[src/rtl/rotary_encoder_gen.sv]
// rotary_encoder_gen: quadrature rotary emulator driving rotA/rotB/rotCenter
// from single left/right/press/pause commands, with optional contact chatter.
module rotary_encoder_gen #(
    parameter int PHASE_CYCLES  = 75,
    parameter int PRESS_CYCLES  = 520,
    parameter int BOUNCE_CYCLES = 0
) (
    input  logic       clk,
    input  logic       rst,
    input  logic       cmdValid,
    input  logic [1:0] cmdCode,
    output logic       cmdReady,
    output logic       rotA,
    output logic       rotB,
    output logic       rotCenter,
    output logic       busy,
    output logic       done
);

    localparam int MAXC = (PHASE_CYCLES > PRESS_CYCLES) ? PHASE_CYCLES : PRESS_CYCLES;
    localparam int CW   = $clog2(MAXC);
    localparam logic [CW-1:0] PLAST = CW'(PHASE_CYCLES - 1);
    localparam logic [CW-1:0] RLAST = CW'(PRESS_CYCLES - 1);

    typedef enum logic [2:0] {
        S_IDLE, S_ROT, S_PRESS, S_REL, S_PAUSE, S_DONE
    } state_t;

    state_t        state, state_n;
    logic [1:0]    step, step_n;
    logic [CW-1:0] cnt, cnt_n;
    logic          dir, dir_n;
    logic          last;
    logic          bz;
    logic          la, lb, ea;
    logic          a_n, b_n, c_n;
    logic          busy_n, done_n, rdy_n;

    // chatter bit for the edged signal: toggles on odd cycles inside the window
    generate
        if (BOUNCE_CYCLES > 0) begin : g_bounce
            assign bz = (cnt_n < CW'(BOUNCE_CYCLES)) & cnt_n[0];
        end else begin : g_clean
            assign bz = 1'b0;
        end
    endgenerate

    // state, step, phase counter and registered outputs
    always_ff @(posedge clk or negedge rst) begin
        if (!rst) begin
            state     <= S_IDLE;
            step      <= '0;
            cnt       <= '0;
            dir       <= 1'b0;
            rotA      <= 1'b0;
            rotB      <= 1'b0;
            rotCenter <= 1'b0;
            busy      <= 1'b0;
            done      <= 1'b0;
            cmdReady  <= 1'b0;
        end else begin
            state     <= state_n;
            step      <= step_n;
            cnt       <= cnt_n;
            dir       <= dir_n;
            rotA      <= a_n;
            rotB      <= b_n;
            rotCenter <= c_n;
            busy      <= busy_n;
            done      <= done_n;
            cmdReady  <= rdy_n;
        end
    end

    // next-state: command acceptance and step sequencing
    always_comb begin
        state_n = state;
        step_n  = step;
        cnt_n   = cnt + 1'b1;
        dir_n   = dir;
        last    = (cnt == ((state == S_PRESS) ? RLAST : PLAST));
        case (state)
            S_IDLE, S_DONE: begin
                cnt_n  = '0;
                step_n = '0;
                if (state == S_DONE) state_n = S_IDLE;
                if (cmdValid && cmdReady) begin
                    dir_n = (cmdCode == 2'b10);
                    unique case (cmdCode)
                        2'b00:   state_n = S_PAUSE;
                        2'b11:   state_n = S_PRESS;
                        default: state_n = S_ROT;
                    endcase
                end
            end
            S_ROT: begin
                if (last) begin
                    cnt_n = '0;
                    if (step == 2'd3) state_n = S_DONE;
                    else step_n = step + 2'd1;
                end
            end
            S_PRESS: begin
                if (last) begin
                    cnt_n   = '0;
                    state_n = S_REL;
                end
            end
            S_REL, S_PAUSE: begin
                if (last) begin
                    cnt_n   = '0;
                    state_n = S_DONE;
                end
            end
            default: begin
                cnt_n   = '0;
                state_n = S_IDLE;
            end
        endcase
    end

    // output levels derived from the upcoming state so they register cleanly
    always_comb begin
        a_n = 1'b0;
        b_n = 1'b0;
        c_n = 1'b0;
        la  = 1'b0;
        lb  = 1'b0;
        ea  = 1'b0;
        case (state_n)
            S_ROT: begin
                if (!dir_n) begin
                    la = ~step_n[1];
                    lb = step_n[0] ^ step_n[1];
                    ea = ~step_n[0];
                end else begin
                    la = step_n[0] ^ step_n[1];
                    lb = ~step_n[1];
                    ea = step_n[0];
                end
                a_n = la ^ (ea & bz);
                b_n = lb ^ (~ea & bz);
            end
            S_PRESS: c_n = ~bz;
            S_REL:   c_n = bz;
            default: c_n = 1'b0;
        endcase
        busy_n = (state_n == S_ROT) || (state_n == S_PRESS) ||
                 (state_n == S_REL) || (state_n == S_PAUSE);
        done_n = (state_n == S_DONE);
        rdy_n  = (state_n == S_IDLE) || (state_n == S_DONE);
    end

endmodule

[config.mk]
export PLATFORM = sky130hd
export DESIGN_NAME = rotary_encoder_gen
export DESIGN_NICKNAME = d
export VERILOG_FILES = /design/src/rtl/rotary_encoder_gen.sv
export SDC_FILE = /design/constraint.sdc
export NUM_CORES = 1
export LEC_CHECK = 0
export BUFFER_PORTS_ARGS = -buffer_cell sky130_fd_sc_hd__buf_4
export CAP_MARGIN = 10
export CORE_MARGIN = 1.5
export CORE_UTILIZATION = 26
export DETAILED_ROUTE_END_ITERATION = 10
export PLACE_DENSITY = 0.44
export SYNTH_ARGS = -nofsm -noshare
export SYNTH_HDL_FRONTEND = slang
export SYNTH_SLANG_ARGS = --single-unit
export TNS_END_PERCENT = 1
[constraint.sdc]
create_clock -name clk -period 3 [get_ports clk]
set_input_delay 0.3 -clock clk [delete_from_list [all_inputs] [get_ports clk]]
set_output_delay 0.3 -clock clk [all_outputs]
set_load 0.01 [all_outputs]
==> results.sh <==
export IMPL_status="finished, final reports clean"
export IMPL_avgSynthCellArea_sq_um=9.92
export IMPL_areaGrowthSynthToFinish_pct=15.6
export IMPL_grt_max_degree=23
export IMPL_antenna_cells=0
export IMPL_initial_core_util_pct=27.1
export IMPL_fmaxAchievable_ghz=0.476
export IMPL_die_area_sq_mm=0.00499
export IMPL_grt_util_all_layers_pct=11.2
export IMPL_fillers=462
export IMPL_finClkSkew_ns=0.00416
export IMPL_rows=24
export IMPL_cp_endpoint="rotA"
export IMPL_io_pins=11
export IMPL_min_period_ns=2.10
export IMPL_timing_rr_start="state[1]"
export IMPL_die_h_microns=70.7
export IMPL_drive_above_1_share_pct=14.4
export IMPL_r2r_end="rotA"
export IMPL_netlist_instances=120
export IMPL_port_buffers=10
export IMPL_final_cells=184
export IMPL_ff2ff_path_depth=7
export IMPL_cp_startpoint="state[1]"
export IMPL_synth_seq_cells=22
export IMPL_critPathKind="reg -> reg"
export IMPL_rsz0062_at_grt="no"
export IMPL_ys_warn_count=0
export IMPL_synth_async_reset_ratio_pct=100
export IMPL_cts_max_path_buffers=2
export IMPL_cts_tree="done"
export IMPL_fin_nets=143
export IMPL_worstSetupStartpointType="flip-flop"
export IMPL_cts_buffers_inserted=3
export IMPL_slew_headroom_pct=68.7
export IMPL_register_area_sq_um=551
export IMPL_synth_area_sq_mm=0.00119
export IMPL_timing_final_hold_violations=0
export IMPL_drt_initial_drc_count=27
export IMPL_via_per_inst=4.83
export IMPL_hp_class="in -> async"
export IMPL_tns_ns=0
export IMPL_remaining_drc_errors=0
export IMPL_crit_fanout=15
export IMPL_setup_viol=0
export IMPL_multiInputGateArea_sq_um=599
export IMPL_grt_antenna_before_repair=0
export IMPL_die_w_microns=70.7
export IMPL_grt_pass1_vias=956
export IMPL_num_vias=888
export IMPL_overflow=0
export IMPL_synth_main_ff_cell="dfrtp_1"
export IMPL_h_tree_depth=1
export IMPL_ir_drop_mv=0.211
export IMPL_cts_sinks=22
export IMPL_ant_nets=0
export IMPL_firstDrtPassIters=4
export IMPL_dp_cells=180
export IMPL_synth_nets=129
export IMPL_cp_end_kind="flip-flop"
export IMPL_grt_pass1_wl_mm=4.40
export IMPL_rrSetupSlack_ns=0.90
export IMPL_drt_wl_total_mm=2.43
export IMPL_globalplace_congestion=0.795
export IMPL_worstMarginPinSlew_ns=0.465
export IMPL_cts_root_buf="clkbuf_8"
export IMPL_dp_final_hpwl_mm=1.77
export IMPL_insertion_delay_ns=0.26
export IMPL_yosysSeqAreaShare_pct=46.3
export IMPL_synth_edf_count=0
export IMPL_maxCapViolations=0
export IMPL_clkSlewWorstSetupHoldPaths_ns=0.08
export IMPL_cp_arrival_ns=2.26
export IMPL_core_region_area_sq_mm=0.00438
export IMPL_synth_distinct_cells=42
export IMPL_power_density_mw_per_mm2=737
export IMPL_drt_wirelength_per_cell_microns=13.2
export IMPL_final_period_utilization_pct=70.1
export IMPL_power_leakage_nw=0.621
export IMPL_drv_slew=0
export IMPL_critPathRequiredTime_ns=3.16
[power by group]
group	switching, mW	total [mW]	internal [mW]	leakage (nW)
sequential	0.0619	0.430	0.368	0.292
combinational	0.232	0.404	0.172	0.308
clock	0.0903	0.180	0.0894	0.0216
total	0.385	1.01	0.629	0.621
[layout make-up]
| type | count | area share, % |
|---|---|---|
| well taps | 52 | 4.73 |
| flip-flops and latches | 22 | 40.0 |
| repair buffers | 12 | 6.73 |
| inverters | 7 | 1.91 |
| multi-input cells | 88 | 43.6 |
| clock buffers | 3 | 3.00 |
[state kept, by name, indices dropped and copies added, names as in the netlist]
| name | cells |
|---|---|
| rotA | 1 |
| rotCenter | 1 |
| busy | 1 |
| step | 2 |
| dir | 1 |
| cmdReady | 1 |
| rotB | 1 |
| done | 1 |
| state | 3 |
| cnt | 10 |
[repair_timing]
action                    4_1_cts  5_1_grt
hold buffers                    1        0
setup buffers                   0        0
gates resized for setup         0        0
hold endpoints to repair       22        0
[layer usage]
layer	GRT usage (%)	up-vias	routed length, microns
met3	2.71	4	56
li1	-	448	-
met5	0	-	0
met4	5.66	0	45
met2	17.1	12	1120
met1	14.7	424	1210
[worst min-delay path by stage]
| stage | startpoint | endpoint | slack (ns) |
|---|---|---|---|
| detailed placement | rst | cnt[4] | 0.21 |
| floorplan | rst | busy | 0.004 |
| CTS | rst | step[0] | 0.47 |
| finish | rst | step[1] | 0.47 |
| global route | rst | cnt[4] | 0.49 |
| global placement | rst | cnt[5] | 0.21 |
[synthesized netlist by cell type, types with 2 or more instances]
cell | n | area share [%]
and3_1 | 3 | 1.6
o31ai_1 | 2 | 1.3
ha_1 | 4 | 4.2
and2_1 | 2 | 1.1
buf_2 | 2 | 0.84
nand2_1 | 9 | 2.8
dfrtp_1 | 22 | 46
nand4_1 | 2 | 1.1
nor2_1 | 17 | 5.4
xor2_1 | 5 | 3.7
o21ai_1 | 2 | 0.84
xnor2_1 | 5 | 3.7
inv_1 | 6 | 1.9
nor4_1 | 3 | 1.6
mux2i_1 | 2 | 1.7
nor3_1 | 2 | 0.84
a21oi_1 | 5 | 2.1
nand3_1 | 3 | 1.3
[cells in the final DEF (no fill, tap or decap), types with 4 or more instances in the layout]
master	synthesis	routed
dfrtp_1	22	22
nor2_1	17	17
buf_4	0	11
nand2_1	9	9
inv_1	6	6
a21oi_1	5	5
xnor2_1	5	5
xor2_1	5	5
ha_1	4	4
[stage by stage]
step | hold slack, ns | total power, mW | worst slack (ns) | area, sq um | utilization [%]
4_1_cts | 0.470 | 1.03 | 0.878 | 1380 | 31.4
2_1_floorplan | 0.00441 | 0.706 | 1.09 | 1190 | -
3_3_place_gp | 0.209 | 0.843 | 0.881 | 1320 | 30.2
3_5_place_dp | 0.214 | 0.844 | 0.892 | 1320 | 30.2
5_1_grt | 0.495 | 1.10 | 0.718 | 1380 | 31.4
6_report | 0.470 | 1.01 | 0.898 | 1380 | 31.4
[logic make-up after synthesis]
kind of cell / Yosys count / synth area share [%]
xor gates and xnor gates: 10 / 7.36
and+or+nand+nor: 53 / 24.2
buffers and inverters: 10 / 3.36
adders and majority gates: 5 / 5.05
muxes: 2 / 1.68
DFF: 22 / 46.3
AOI/OAI and AO/OA: 18 / 12.1
[critical path: stages (launching register included)]
cell	delay (ns)
dfrtp_1	0.33
buf_4	0.19
nor3b_2	0.21
mux2i_1	0.39
or2_1	0.32
a311o_1	0.26
a21oi_1	0.08
nor4_1	0.22
Power figures use the tool's default switching activity.
